### src/rtl/adder_subtractor_gate_level_pkg.sv
// Shared constants for the gate-level adder/subtractor.
// Holds the default operand width and the mode encodings.
package adder_subtractor_pkg;

    localparam int   DEF_N    = 8;
    localparam logic MODE_ADD = 1'b0;
    localparam logic MODE_SUB = 1'b1;

endpackage

### src/rtl/adder_subtractor_gate_level_if.sv
// Operand/result bundle for adder_subtractor_gate_level.
// master: drives A, B, mode, in_valid; slave: returns S, Cout, out_valid (+V).
// Optional V (signed overflow) exists only with ADDSUB_OVERFLOW_EN defined.
interface adder_subtractor_gate_level_if
    import adder_subtractor_pkg::*;
#(
    parameter int N = DEF_N
);

    logic [N-1:0] A;
    logic [N-1:0] B;
    logic         mode;
    logic         in_valid;
    logic [N-1:0] S;
    logic         Cout;
    logic         out_valid;
`ifdef ADDSUB_OVERFLOW_EN
    logic         V;

    modport master (
        output A, B, mode, in_valid,
        input  S, Cout, out_valid, V
    );

    modport slave (
        input  A, B, mode, in_valid,
        output S, Cout, out_valid, V
    );
`else
    modport master (
        output A, B, mode, in_valid,
        input  S, Cout, out_valid
    );

    modport slave (
        input  A, B, mode, in_valid,
        output S, Cout, out_valid
    );
`endif

endinterface

### src/rtl/adder_subtractor_gate_level_full_adder.sv
// One-bit full adder built only from XOR/AND/OR gate primitives.
// Ports: a, b, ci in; s (sum), co (carry out) out.
module full_adder (
    input  logic a,
    input  logic b,
    input  logic ci,
    output logic s,
    output logic co
);

    logic p;
    logic g;
    logic t;

    xor u_p  (p, a, b);
    xor u_s  (s, p, ci);
    and u_g  (g, a, b);
    and u_t  (t, p, ci);
    or  u_co (co, g, t);

endmodule

### src/rtl/adder_subtractor_gate_level.sv
// Registered N-bit ripple-carry adder/subtractor, one op per cycle.
// Ports: clk, rst_n (async active-low), bus (slave modport: A, B, mode,
// in_valid -> S, Cout, out_valid, and V when ADDSUB_OVERFLOW_EN is defined).
module adder_subtractor_gate_level
    import adder_subtractor_pkg::*;
#(
    parameter int N = DEF_N
) (
    input  logic                          clk,
    input  logic                          rst_n,
    adder_subtractor_gate_level_if.slave  bus
);

    logic [N-1:0] bx;
    logic [N-1:0] sum;
    logic [N:0]   c;
    logic         run;
    logic         accept;
    logic [N-1:0] s_q;
    logic         cout_q;
    logic         ov_q;

    // Subtract is A + ~B + 1: invert B per bit and feed mode as carry-in.
    assign c[0] = bus.mode;

    genvar i;
    generate
        for (i = 0; i < N; i++) begin : g_bit
            xor u_inv (bx[i], bus.B[i], bus.mode);

            full_adder u_fa (
                .a  (bus.A[i]),
                .b  (bx[i]),
                .ci (c[i]),
                .s  (sum[i]),
                .co (c[i+1])
            );
        end
    endgenerate

    // Set by the first edge after reset release, so the second edge
    // is the first one that can accept an operation.
    always_ff @(posedge clk or negedge rst_n) begin
        if (!rst_n) begin
            run <= 1'b0;
        end else begin
            run <= 1'b1;
        end
    end

    assign accept = bus.in_valid & run;

    always_ff @(posedge clk or negedge rst_n) begin
        if (!rst_n) begin
            s_q    <= '0;
            cout_q <= 1'b0;
            ov_q   <= 1'b0;
        end else begin
            ov_q <= accept;
            if (accept) begin
                s_q    <= sum;
                cout_q <= c[N];
            end
        end
    end

    assign bus.S         = s_q;
    assign bus.Cout      = cout_q;
    assign bus.out_valid = ov_q;

`ifdef ADDSUB_OVERFLOW_EN
    logic v_d;
    logic v_q;

    // Signed overflow: carry into MSB differs from carry out of MSB.
    xor u_v (v_d, c[N], c[N-1]);

    always_ff @(posedge clk or negedge rst_n) begin
        if (!rst_n) begin
            v_q <= 1'b0;
        end else if (accept) begin
            v_q <= v_d;
        end
    end

    assign bus.V = v_q;
`endif

endmodule

### src/flat_wrapper.sv
// flat-port wrapper written by rule: the top's interface ports become plain ports
module adder_subtractor_gate_level_flat import adder_subtractor_pkg::*;
#(
    parameter int N = DEF_N
)
  (clk, rst_n, bus_A, bus_B, bus_mode, bus_in_valid, bus_S, bus_Cout, bus_out_valid);
  adder_subtractor_gate_level_if #(.N(N)) bus_i ();
  input  logic clk;
  input  logic rst_n;
  input wire logic [$bits(bus_i.A)-1:0] bus_A;
  input wire logic [$bits(bus_i.B)-1:0] bus_B;
  input wire logic [$bits(bus_i.mode)-1:0] bus_mode;
  input wire logic [$bits(bus_i.in_valid)-1:0] bus_in_valid;
  output wire logic [$bits(bus_i.S)-1:0] bus_S;
  output wire logic [$bits(bus_i.Cout)-1:0] bus_Cout;
  output wire logic [$bits(bus_i.out_valid)-1:0] bus_out_valid;
  assign bus_i.A = bus_A;
  assign bus_i.B = bus_B;
  assign bus_i.mode = bus_mode;
  assign bus_i.in_valid = bus_in_valid;
  assign bus_S = bus_i.S;
  assign bus_Cout = bus_i.Cout;
  assign bus_out_valid = bus_i.out_valid;
  adder_subtractor_gate_level #(.N(N)) u_core (.clk(clk), .rst_n(rst_n), .bus(bus_i));
endmodule
### config.mk
export PLATFORM = sky130hd
export DESIGN_NAME = adder_subtractor_gate_level_flat
export DESIGN_NICKNAME = d
export VERILOG_FILES = /design/src/rtl/adder_subtractor_gate_level_pkg.sv /design/src/rtl/adder_subtractor_gate_level_if.sv /design/src/rtl/adder_subtractor_gate_level_full_adder.sv /design/src/rtl/adder_subtractor_gate_level.sv /design/src/flat_wrapper.sv
export SDC_FILE = /design/constraint.sdc
export NUM_CORES = 1
export LEC_CHECK = 0
export ABC_AREA = 1
export BUFFER_PORTS_ARGS = -buffer_cell sky130_fd_sc_hd__buf_2
export CORE_MARGIN = 2
export CORE_UTILIZATION = 51
export CTS_BUF_LIST = sky130_fd_sc_hd__clkbuf_4
export DETAILED_ROUTE_END_ITERATION = 12
export GPL_TIMING_DRIVEN = 1
export PLACE_DENSITY = 0.85
export SLEW_MARGIN = 40
export SYNTH_ARGS = -nofsm -noshare
export SYNTH_HDL_FRONTEND = slang
export SYNTH_SLANG_ARGS = --single-unit
### constraint.sdc
create_clock -name clk -period 1.21 [get_ports clk]
set_input_delay 0.121 -clock clk [delete_from_list [all_inputs] [get_ports clk]]
set_output_delay 0.121 -clock clk [all_outputs]
set_load 0.02 [all_outputs]
==> flow_metrics.env, run 1 <==
export IMPL_stdcell_count=115
export IMPL_clockBufferDepth=2
export IMPL_critical_path_top_delay_family="adder cells"
export IMPL_top_layer_used="met4"
export IMPL_syn2layout_area_growth_pct=41.83
export IMPL_coreArea_sq_um=1269
export IMPL_syn_num_nets=91
export IMPL_synth_edff_count=0
export IMPL_grt_start_max_net_pins=12
export IMPL_path_clk_slew_ps=70
export IMPL_synth_flop_cell="dfrtp_1"
export IMPL_async_reset_ff_share_pct=100.0
export IMPL_skew_ps=3.929
export IMPL_yosysWarnings=0
export IMPL_initialDrtViolationCount=5
export IMPL_violations="setup timing"
export IMPL_n_antenna_cell=0
export IMPL_power_density_nw_per_um2=1284
export IMPL_vdd_drop_max_v=0.0005667
export IMPL_detail_route_wirelength_um=1212
export IMPL_cap_viol_max_count=0
export IMPL_numCtsBuffers=3
export IMPL_r2r_cells=4
export IMPL_antenna_left=0
export IMPL_fin_nets=128
export IMPL_worstHoldStart="bus_A[0]"
export IMPL_slowest_delay_ps=420
export IMPL_cts_max_level=1
export IMPL_clk_latency_ps=270
export IMPL_hold_end="u_core.bus.S[0]$_DFFE_PN0P_"
export IMPL_leakage_uw=0.0005083
export IMPL_synthesis_area_sq_um=681.9
export IMPL_synth_top_area_share_pct=40.37
export IMPL_gp_congestion=0.6391
export IMPL_fill_cells=91
export IMPL_synth_distinct_cells=12
export IMPL_dr_pass1_iters=3
export IMPL_floorplan_die_area_sq_um=1646
export IMPL_min_period_over_period_pct=242.2
export IMPL_initial_utilization_pct=53.75
export IMPL_synth_top_area_cell="dfrtp_1"
export IMPL_dp_hpwl_um=924.3
export IMPL_start_kind="primary input"
export IMPL_r2r_end="u_core.bus.S[7]$_DFFE_PN0P_"
export IMPL_num_rows=13
export IMPL_design_area_sq_um=967.2
export IMPL_cp_common_cell="fa_2"
export IMPL_antenna_found_initial=0
export IMPL_dr_total_vias=522
export IMPL_track_usage_pct=18.27
export IMPL_ioPinCount=30
export IMPL_synth_area_leaders="dfrtp_1, fa_1, nand2_1"
export IMPL_root_buffer="clkbuf_4"
export IMPL_r2r_slack_ps=280
export IMPL_grt_pass1_vias=490
export IMPL_synth_cells=64
export IMPL_die_h_um=40.57
export IMPL_hp_class="in2reg"
export IMPL_synth_commonest_cells="nand2_1, dfrtp_1, inv_1"
export IMPL_critPathCaptureType="flip-flop"
export IMPL_critical_path_buf_inv_count=2
export IMPL_reg2reg_from="u_core.run$_DFF_PN0_"
export IMPL_whs_path_depth=5
export IMPL_critical_path_arrival_ps=3090
export IMPL_slowest_stage="fa_2"
export IMPL_finalHoldViolations=0
export IMPL_vias_per_cell=4.539
export IMPL_final_max_slew_viol_count=0
export IMPL_routedWlPerCell_um=10.54
export IMPL_wl_met1_um=509
export IMPL_cp_cell_sequence="buf_8 -> xnor2_4 -> fa_2 -> fa_2 -> fa_2 -> fa_2 -> fa_2 -> fa_2 -> inv_2 -> fa_2 -> nand2_1 -> nand2_1"
export IMPL_setup_slack_ps=-1720
export IMPL_portBuffers=29
export IMPL_path_class="in2reg"
export IMPL_critPathMaxFanout=3
export IMPL_cts_tree="built"
export IMPL_ys_seq_elements=11
export IMPL_place_area_sq_um=892.1
export IMPL_overflow=0
export IMPL_clock_sinks=11
export IMPL_dp_cells=109
export IMPL_dr_wl_met2_um=602
export IMPL_grt_pass1_wl_um=1876
export IMPL_run_status="finished with violations"
export IMPL_rsz0062_at_grt="true"
export IMPL_dieWidth_um=40.57
export IMPL_cp_required_ps=1370
export IMPL_wl_met3_um=73
export IMPL_fmax_mhz=341.2
export IMPL_final_layout_size_suffix_gt1_share_pct=60.00
export IMPL_synth_most_common_cell="nand2_1"
export IMPL_dp_slack_ps=-1998
export IMPL_finalSetupViolations=6
export IMPL_seq_area_frac_synth_pct=40.37
export IMPL_finalCriticalPeriod_ps=2930
export IMPL_drc=0
export IMPL_synth_area_per_cell_sq_um=10.65
per-layer routing:
metal | vias to the layer above | GRT usage (%)
li1 | 260 | -
met1 | 238 | 21.94
met2 | 22 | 29.37
met3 | 2 | 0
met4 | 0 | 17.50
met5 | - | 0
per-stage QoR:
stage	power [uW]	hold WS (ps)	setup TNS (ps)	util [%]
5_1_grt	1325	212.0	-6687	76.23
3_3_place_gp	949.1	-4.821	-8464	70.32
3_5_place_dp	962.4	-3.379	-8606	70.32
2_1_floorplan	811.7	-174.6	-7885	-
4_1_cts	1247	157.4	-6355	76.04
6_report	1242	165.6	-6426	76.23
power breakdown:
part           internal (uW)  total, uW  switching, uW
clock network            150        269            119
registers                440        478           38.6
logic                    220        494            275
total                    810       1240            433
cell families after synthesis:
kind of cell / after synthesis / share of synthesized area, %
AOI/OAI and AO/OA: 7 / 8.440
adders and majority gates: 7 / 20.55
buffers and inverters: 12 / 8.808
xor gates and xnor gates: 7 / 8.991
other: 1 / 0.5499
and+or+nand+nor: 19 / 12.29
DFF: 11 / 40.37
layout make-up:
cell class              count  area (sq um)  share of cell area [%]
clock buffers               4         30.03                   3.105
multi-input cells          41         391.6                   40.49
repair buffers             34         214.0                   22.12
flip-flops and latches     11         275.3                   28.46
well taps                  15         18.77                   1.940
inverters                  10         37.54                   3.881
how the worst max path moves through the flow:
stage / endpoint / depth (start not counted) / from
after floorplan: u_core.bus.S[7]$_DFFE_PN0P_ / 12 / bus_mode
after global placement: u_core.bus.S[7]$_DFFE_PN0P_ / 12 / bus_mode
after detailed placement: u_core.bus.S[7]$_DFFE_PN0P_ / 12 / bus_mode
after CTS: u_core.bus.S[7]$_DFFE_PN0P_ / 12 / bus_mode
after global routing: u_core.bus.S[7]$_DFFE_PN0P_ / 12 / bus_mode
final: u_core.bus.S[7]$_DFFE_PN0P_ / 12 / bus_mode
placed cells by master, fill, tap and decap left out:
cell type and n:
buf_2 27, nand2_1 12, dfrtp_1 11, inv_1 9, nand2_2 7, o21ai_2 7
fa_2 7, xnor2_1 5, clkbuf_4 4, buf_4 3, inv_2 1, xor2_1 1
xnor2_4 1, dlygate4sd3_1 1, buf_6 1, buf_8 1, buf_12 1, conb_1 1
tightest hold or removal path: stages:
cell and delay, ps:
buf_2 90, nand2_1 50, nand2_1 50, nand2_1 40, nand2_1 50
sequential cells by signal, indices dropped and copies added, names as in the netlist:
signal,flops
u_core.run,1
u_core.bus.out_valid,1
u_core.bus.Cout,1
u_core.bus.S,8
repair_timing:
item,in CTS,in global routing
pin swaps,2,1
gates resized for setup,9,1
setup buffers,1,0
hold buffers,1,0
endpoints found under the hold margin,11,0
endpoints found under the setup margin,7,6
Note: power is estimated with default switching activity, not from simulation.
==> run 2, diff against run 1 <==
- CORE_UTILIZATION: 51 -> 48
- PLACE_DENSITY: 0.85 -> 0.81
- clock period: 1.21 -> 3.2 ns (I/O delays scaled with it)
==> flow_metrics.env, run 2 (synthesized netlist as in run 1, its figures left out) <==
export IMPL_final_layout_size_suffix_gt1_share_pct=56.12
export IMPL_r2r_cells=4
export IMPL_floorplan_die_area_sq_um=1738
export IMPL_dp_cells=108
export IMPL_final_max_slew_viol_count=0
export IMPL_finalPower_uw=463.1
export IMPL_layout_commonest_cell="buf_2"
export IMPL_hold_end="u_core.bus.S[0]$_DFFE_PN0P_"
export IMPL_clockBufferDepth=2
export IMPL_numCtsBuffers=3
export IMPL_num_rows=13
export IMPL_grt_pass1_wl_um=2111
export IMPL_vdd_drop_max_v=0.0002477
export IMPL_cap_viol_max_count=0
export IMPL_skew_ps=2.633
export IMPL_die_h_um=41.69
export IMPL_path_class="in2reg"
export IMPL_finalSetupViolations=0
export IMPL_fill_cells=97
export IMPL_start_kind="primary input"
export IMPL_dp_slack_ps=-277.9
export IMPL_dr_pass1_iters=4
export IMPL_critical_path_top_delay_family="adder cells"
export IMPL_gp_congestion=0.7268
export IMPL_design_area_sq_um=909.6
export IMPL_grt_start_max_net_pins=17
export IMPL_initialDrtViolationCount=8
export IMPL_worstHoldStart="bus_A[0]"
export IMPL_stdcell_count=113
export IMPL_clk_latency_ps=260
export IMPL_dieWidth_um=41.69
export IMPL_dp_hpwl_um=1036
export IMPL_finalHoldViolations=0
export IMPL_setup_slack_ps=105.5
export IMPL_critPathMaxFanout=1
export IMPL_slowest_delay_ps=400
export IMPL_coreArea_sq_um=1318
export IMPL_cts_tree="built"
export IMPL_place_area_sq_um=858.3
export IMPL_fmax_mhz=323.2
export IMPL_grt_pass1_vias=472
export IMPL_critPathCaptureType="flip-flop"
export IMPL_r2r_end="u_core.bus.S[7]$_DFFE_PN0P_"
export IMPL_leakage_uw=0.0004870
export IMPL_final_cell_mix="buf_2, nand2_1, dfrtp_1"
export IMPL_crit_cells=12
export IMPL_r2r_slack_ps=2140
export IMPL_slowest_stage="fa_1"
export IMPL_portBuffers=29
export IMPL_critical_path_buf_inv_count=2
export IMPL_power_density_nw_per_um2=509.1
export IMPL_cp_common_cell="fa_2"
export IMPL_overflow=0
export IMPL_antenna_left=0
export IMPL_vias_per_cell=4.549
export IMPL_cts_max_level=1
export IMPL_run_status="finished, final reports clean"
export IMPL_drc=0
export IMPL_finalCriticalPeriod_ps=3095
export IMPL_largest_reg_flops=8
export IMPL_initial_utilization_pct=51.76
export IMPL_clock_sinks=11
export IMPL_antenna_found_initial=0
export IMPL_dr_total_vias=514
export IMPL_ioPinCount=30
export IMPL_root_buffer="clkbuf_4"
export IMPL_min_period_over_period_pct=96.70
export IMPL_cp_cell_sequence="buf_2 -> xnor2_2 -> fa_2 -> fa_2 -> fa_2 -> fa_2 -> fa_2 -> fa_2 -> inv_2 -> fa_1 -> nand2_1 -> nand2_1"
export IMPL_hp_class="in2reg"
export IMPL_syn2layout_area_growth_pct=33.39
export IMPL_fin_nets=126
export IMPL_track_usage_pct=16.33
export IMPL_whs_path_depth=5
export IMPL_path_clk_slew_ps=70
export IMPL_critical_path_arrival_ps=3250
export IMPL_routedWlPerCell_um=11.09
export IMPL_cp_required_ps=3350
export IMPL_postCtsSetupBuffers=0
export IMPL_reg2reg_from="u_core.run$_DFF_PN0_"
export IMPL_n_antenna_cell=0
export IMPL_detail_route_wirelength_um=1253
export IMPL_rsz0062_at_grt="false"
==> run 2: cell count changes in the layout (fill, tap and decap cells not counted) <==
| cell | delta |
|---|---|
| buf_12 | -1 |
| buf_2 | +1 |
| buf_4 | -1 |
| buf_8 | -1 |
| fa_1 | +1 |
| fa_2 | -1 |
| nand2_1 | +1 |
| nand2_2 | -1 |
| o21ai_1 | +1 |
| o21ai_2 | -1 |
| xnor2_2 | +1 |
| xnor2_4 | -1 |
==> run 2: how the worst max path moves through the flow <==
stage / from / end
finish: bus_B[1] / u_core.bus.S[7]$_DFFE_PN0P_
global route: bus_A[0] / u_core.bus.S[7]$_DFFE_PN0P_
CTS: bus_B[0] / u_core.bus.S[7]$_DFFE_PN0P_
detailed placement: bus_B[0] / u_core.bus.S[7]$_DFFE_PN0P_
global placement: bus_mode / u_core.bus.S[7]$_DFFE_PN0P_
floorplan: bus_mode / u_core.bus.S[7]$_DFFE_PN0P_
==> run 2: layer usage <==
metal	routed length, um	global-route usage (%)	part of all wire, %	vias up
li1	-	-	-	252
met2	688	27.19	55	19
met3	62	5.217	4.9	4
met1	479	18.91	38	239
met5	0	0	0	-
met4	22	7.742	1.8	0
==> run 2: layout make-up <==
class                      count  area, sq um  share of cell area [%]
sequential                    11        275.3                   30.26
clock buffer                   4        30.03                   3.301
multi-input combinational     41        371.6                   40.85
timing repair buffer          32        176.4                   19.39
tap                           15        18.77                   2.063
inverter                      10        37.54                   4.127
==> run 2: power by group <==
group	internal [uW]	leakage [uW]	switching, uW
clock network	56.7	0.0000184	44.9
logic	76.3	0.000332	102
registers	166	0.000136	16.9
==> run 2: tightest hold or removal path, stage by stage <==
cell,delay [ps]
buf_2,80
nand2_1,40
nand2_1,70
nand2_1,50
nand2_1,50
==> run 2: per-stage QoR <==
| step | TNS (ps) | utilization (%) | hold WS (ps) |
|---|---|---|---|
| final | 0 | 69.04 | 379.8 |
| after global routing | 0 | 69.04 | 377.7 |
| after CTS | 0 | 68.19 | 377.8 |
| after detailed placement | -277.9 | 65.15 | 198.1 |
| after global placement | -192.5 | 65.15 | 191.0 |
| after floorplan | -167.4 | - | 24.41 |
==> run 2: what timing repair did <==
action | in CTS | in global routing
endpoints found under the setup margin | 0 | 1
hold buffers | 1 | 0
gates resized for setup | 0 | 6
hold endpoints to repair | 11 | 0
==> run 3, diff against run 2 <==
- ABC_AREA: 1 -> 0
- CORE_UTILIZATION: 48 -> 47
- PLACE_DENSITY: 0.81 -> 0.8
==> flow_metrics.env, run 3 <==
export IMPL_synthSimpleGateAreaFrac_pct=1.673
export IMPL_gp_congestion=0.7145
export IMPL_clk_latency_ps=250
export IMPL_leakage_uw=0.0005261
export IMPL_synth_top_area_share_pct=40.89
export IMPL_dp_hpwl_um=1053
export IMPL_synth_top_area_cell="dfrtp_1"
export IMPL_fmax_mhz=304.1
export IMPL_fin_util_pct=70.56
export IMPL_detail_route_wirelength_um=1208
export IMPL_violations="setup timing"
export IMPL_synth_most_common_cell="inv_1"
export IMPL_antenna_found_initial=0
export IMPL_grt_start_max_net_pins=12
export IMPL_tns_ps=-88.61
export IMPL_initialDrtViolationCount=1
export IMPL_yosysWarnings=0
export IMPL_synth_distinct_cells=10
export IMPL_synth_edff_count=0
export IMPL_slowest_stage="fa_1"
export IMPL_path_clk_slew_ps=60
export IMPL_skew_ps=3.864
export IMPL_cp_required_ps=3340
export IMPL_dieWidth_um=41.85
export IMPL_synthesis_area_sq_um=673.1
export IMPL_coreArea_sq_um=1318
export IMPL_grt_pass1_vias=485
export IMPL_synth_compound_area_share_pct=0
export IMPL_finalSetupViolations=1
export IMPL_path_class="in2reg"
export IMPL_power_density_nw_per_um2=551.7
export IMPL_syn2layout_area_growth_pct=38.10
export IMPL_initial_utilization_pct=51.09
export IMPL_slowest_delay_ps=420
export IMPL_cp_cell_sequence="buf_6 -> xnor2_2 -> fa_2 -> fa_2 -> fa_2 -> fa_2 -> fa_2 -> fa_2 -> inv_2 -> fa_1 -> mux2_4"
export IMPL_seq_area_frac_synth_pct=40.89
export IMPL_final_cell_mix="buf_2, inv_1, dfrtp_1"
export IMPL_layout_commonest_cell="buf_2"
export IMPL_start_kind="primary input"
export IMPL_dr_total_vias=460
export IMPL_ioPinCount=30
export IMPL_min_period_over_period_pct=102.8
export IMPL_synth_top_family_by_area="adder cells"
export IMPL_numCtsBuffers=3
export IMPL_cap_viol_max_count=0
export IMPL_die_h_um=41.85
export IMPL_num_rows=13
export IMPL_routedWlPerCell_um=11.62
export IMPL_cts_max_level=1
export IMPL_cp_common_cell="fa_2"
export IMPL_largest_reg_flops=8
export IMPL_floorplan_die_area_sq_um=1751
export IMPL_grt_pass1_wl_um=2090
export IMPL_postCtsSetupBuffers=0
export IMPL_final_max_slew_viol_count=0
export IMPL_critPathCaptureType="flip-flop"
export IMPL_critPathMaxFanout=3
export IMPL_n_antenna_cell=0
export IMPL_fin_nets=117
export IMPL_fill_cells=103
export IMPL_track_usage_pct=15.96
export IMPL_cts_tree="built"
export IMPL_final_layout_size_suffix_gt1_share_pct=53.93
export IMPL_ys_seq_elements=11
export IMPL_hp_class="in2reg"
export IMPL_synth_area_per_cell_sq_um=12.70
export IMPL_antenna_left=0
export IMPL_vdd_drop_max_v=0.0003478
export IMPL_rsz0062_at_grt="true"
export IMPL_run_status="finished with violations"
export IMPL_synth_area_leaders="dfrtp_1, fa_1, mux2i_1"
export IMPL_root_buffer="clkbuf_4"
export IMPL_async_reset_ff_share_pct=100.0
export IMPL_critical_path_arrival_ps=3430
export IMPL_dr_pass1_iters=2
export IMPL_critical_path_top_delay_family="adder cells"
export IMPL_drc=0
export IMPL_portBuffers=29
export IMPL_clock_sinks=11
export IMPL_vias_per_cell=4.423
export IMPL_synth_cells=53
export IMPL_synth_flop_cell="dfrtp_1"
export IMPL_synth_commonest_cells="inv_1, dfrtp_1, fa_1, mux2i_1, xnor2_1"
export IMPL_muxShareOfSynthArea_pct=17.10
export IMPL_critical_path_buf_inv_count=2
export IMPL_synth_fa_ha_area_share_pct=20.82
export IMPL_overflow=0
export IMPL_synth_xor_xnor_area_share_pct=10.41
export IMPL_finalCriticalPeriod_ps=3289
export IMPL_clockBufferDepth=2
export IMPL_syn_num_nets=80
export IMPL_setup_slack_ps=-88.61
export IMPL_finalHoldViolations=0
[run 3: cell types whose count changed in the layout (fill, tap and decap cells not counted), sizes merged]
| cell | before | now |
|---|---|---|
| xor2 | 1 | 2 |
| inv | 10 | 14 |
| nand2 | 19 | 1 |
| mux2i | 0 | 7 |
| buf | 31 | 32 |
| o21ai | 7 | 0 |
| mux2 | 0 | 3 |
[run 3: metrics by stage]
step / hold WS [ps] / area (sq um) / std cells / worst slack, ps / power (uW)
floorplan: 24.41 / 695.7 / 53 / -332.7 / 336.0
global placement: 193.2 / 874.6 / 99 / -342.4 / 403.7
detailed placement: 197.0 / 874.6 / 99 / -451.0 / 418.5
CTS: 403.3 / 929.6 / 104 / -100.0 / 520.7
global route: 416.4 / 929.6 / 104 / -150.0 / 546.5
finish: 407.4 / 929.6 / 104 / -88.61 / 512.9
[run 3: logic make-up (layout without fill, tap and decap cells)]
family | Yosys count | in the layout
fa+ha+maj | 7 | 7
flops | 11 | 11
xor+xnor | 8 | 8
mux | 10 | 10
simple gates | 1 | 1
buf+inv | 15 | 51
other cells | 1 | 1
[run 3: worst register-to-register path, stage by stage (launching register included)]
cell     delay, ps
dfrtp_1        390
nand2_4        170
mux2_4         320
[run 3: path summary, 6_finish.rpt]
path	from	endpoint	slack [ps]	cells after the start
max	bus_mode	u_core.bus.S[7]$_DFFE_PN0P_	-90	11
min	bus_in_valid	u_core.bus.out_valid$_DFF_PN0_	410	3
min reg2reg	u_core.bus.S[0]$_DFFE_PN0P_	u_core.bus.S[0]$_DFFE_PN0P_	510	1
max in group asynchronous	rst_n	u_core.bus.out_valid$_DFF_PN0_	2550	2
max reg2reg	u_core.run$_DFF_PN0_	u_core.bus.S[7]$_DFFE_PN0P_	2200	2
min in group asynchronous	rst_n	u_core.bus.S[0]$_DFFE_PN0P_	460	2
[run 3: layer usage]
| metal | global-route usage (%) | vias up | routed length, um |
|---|---|---|---|
| met2 | 29.38 | 17 | 670 |
| met4 | 5.806 | 0 | 13 |
| li1 | - | 225 | - |
| met1 | 17.75 | 216 | 452 |
| met3 | 3.478 | 2 | 72 |
| met5 | 0 | - | 0 |
[run 3: final cells by class]
| cell class | count | area, sq um | share of cell area [%] |
|---|---|---|---|
| clock buffers | 4 | 30.03 | 3.230 |
| inverters | 14 | 52.55 | 5.653 |
| well taps | 15 | 18.77 | 2.019 |
| repair buffers | 33 | 190.2 | 20.46 |
| flip-flops and latches | 11 | 275.3 | 29.61 |
| multi-input cells | 27 | 362.8 | 39.03 |
[run 3: timing repair]
action | in CTS | in global routing
gates resized for setup | 5 | 0
endpoints found under the setup margin | 1 | 1
hold endpoints to repair | 11 | 0
hold buffers | 1 | 0
cloned | 0 | 0
[run 3: report_power, final]
part | switching, uW | leakage [uW] | internal, uW | total [uW]
Sequential | 20.9 | 0.000129 | 179 | 200
Clock | 41.0 | 0.0000184 | 56.5 | 97.5
Combinational | 120 | 0.000379 | 95.7 | 216
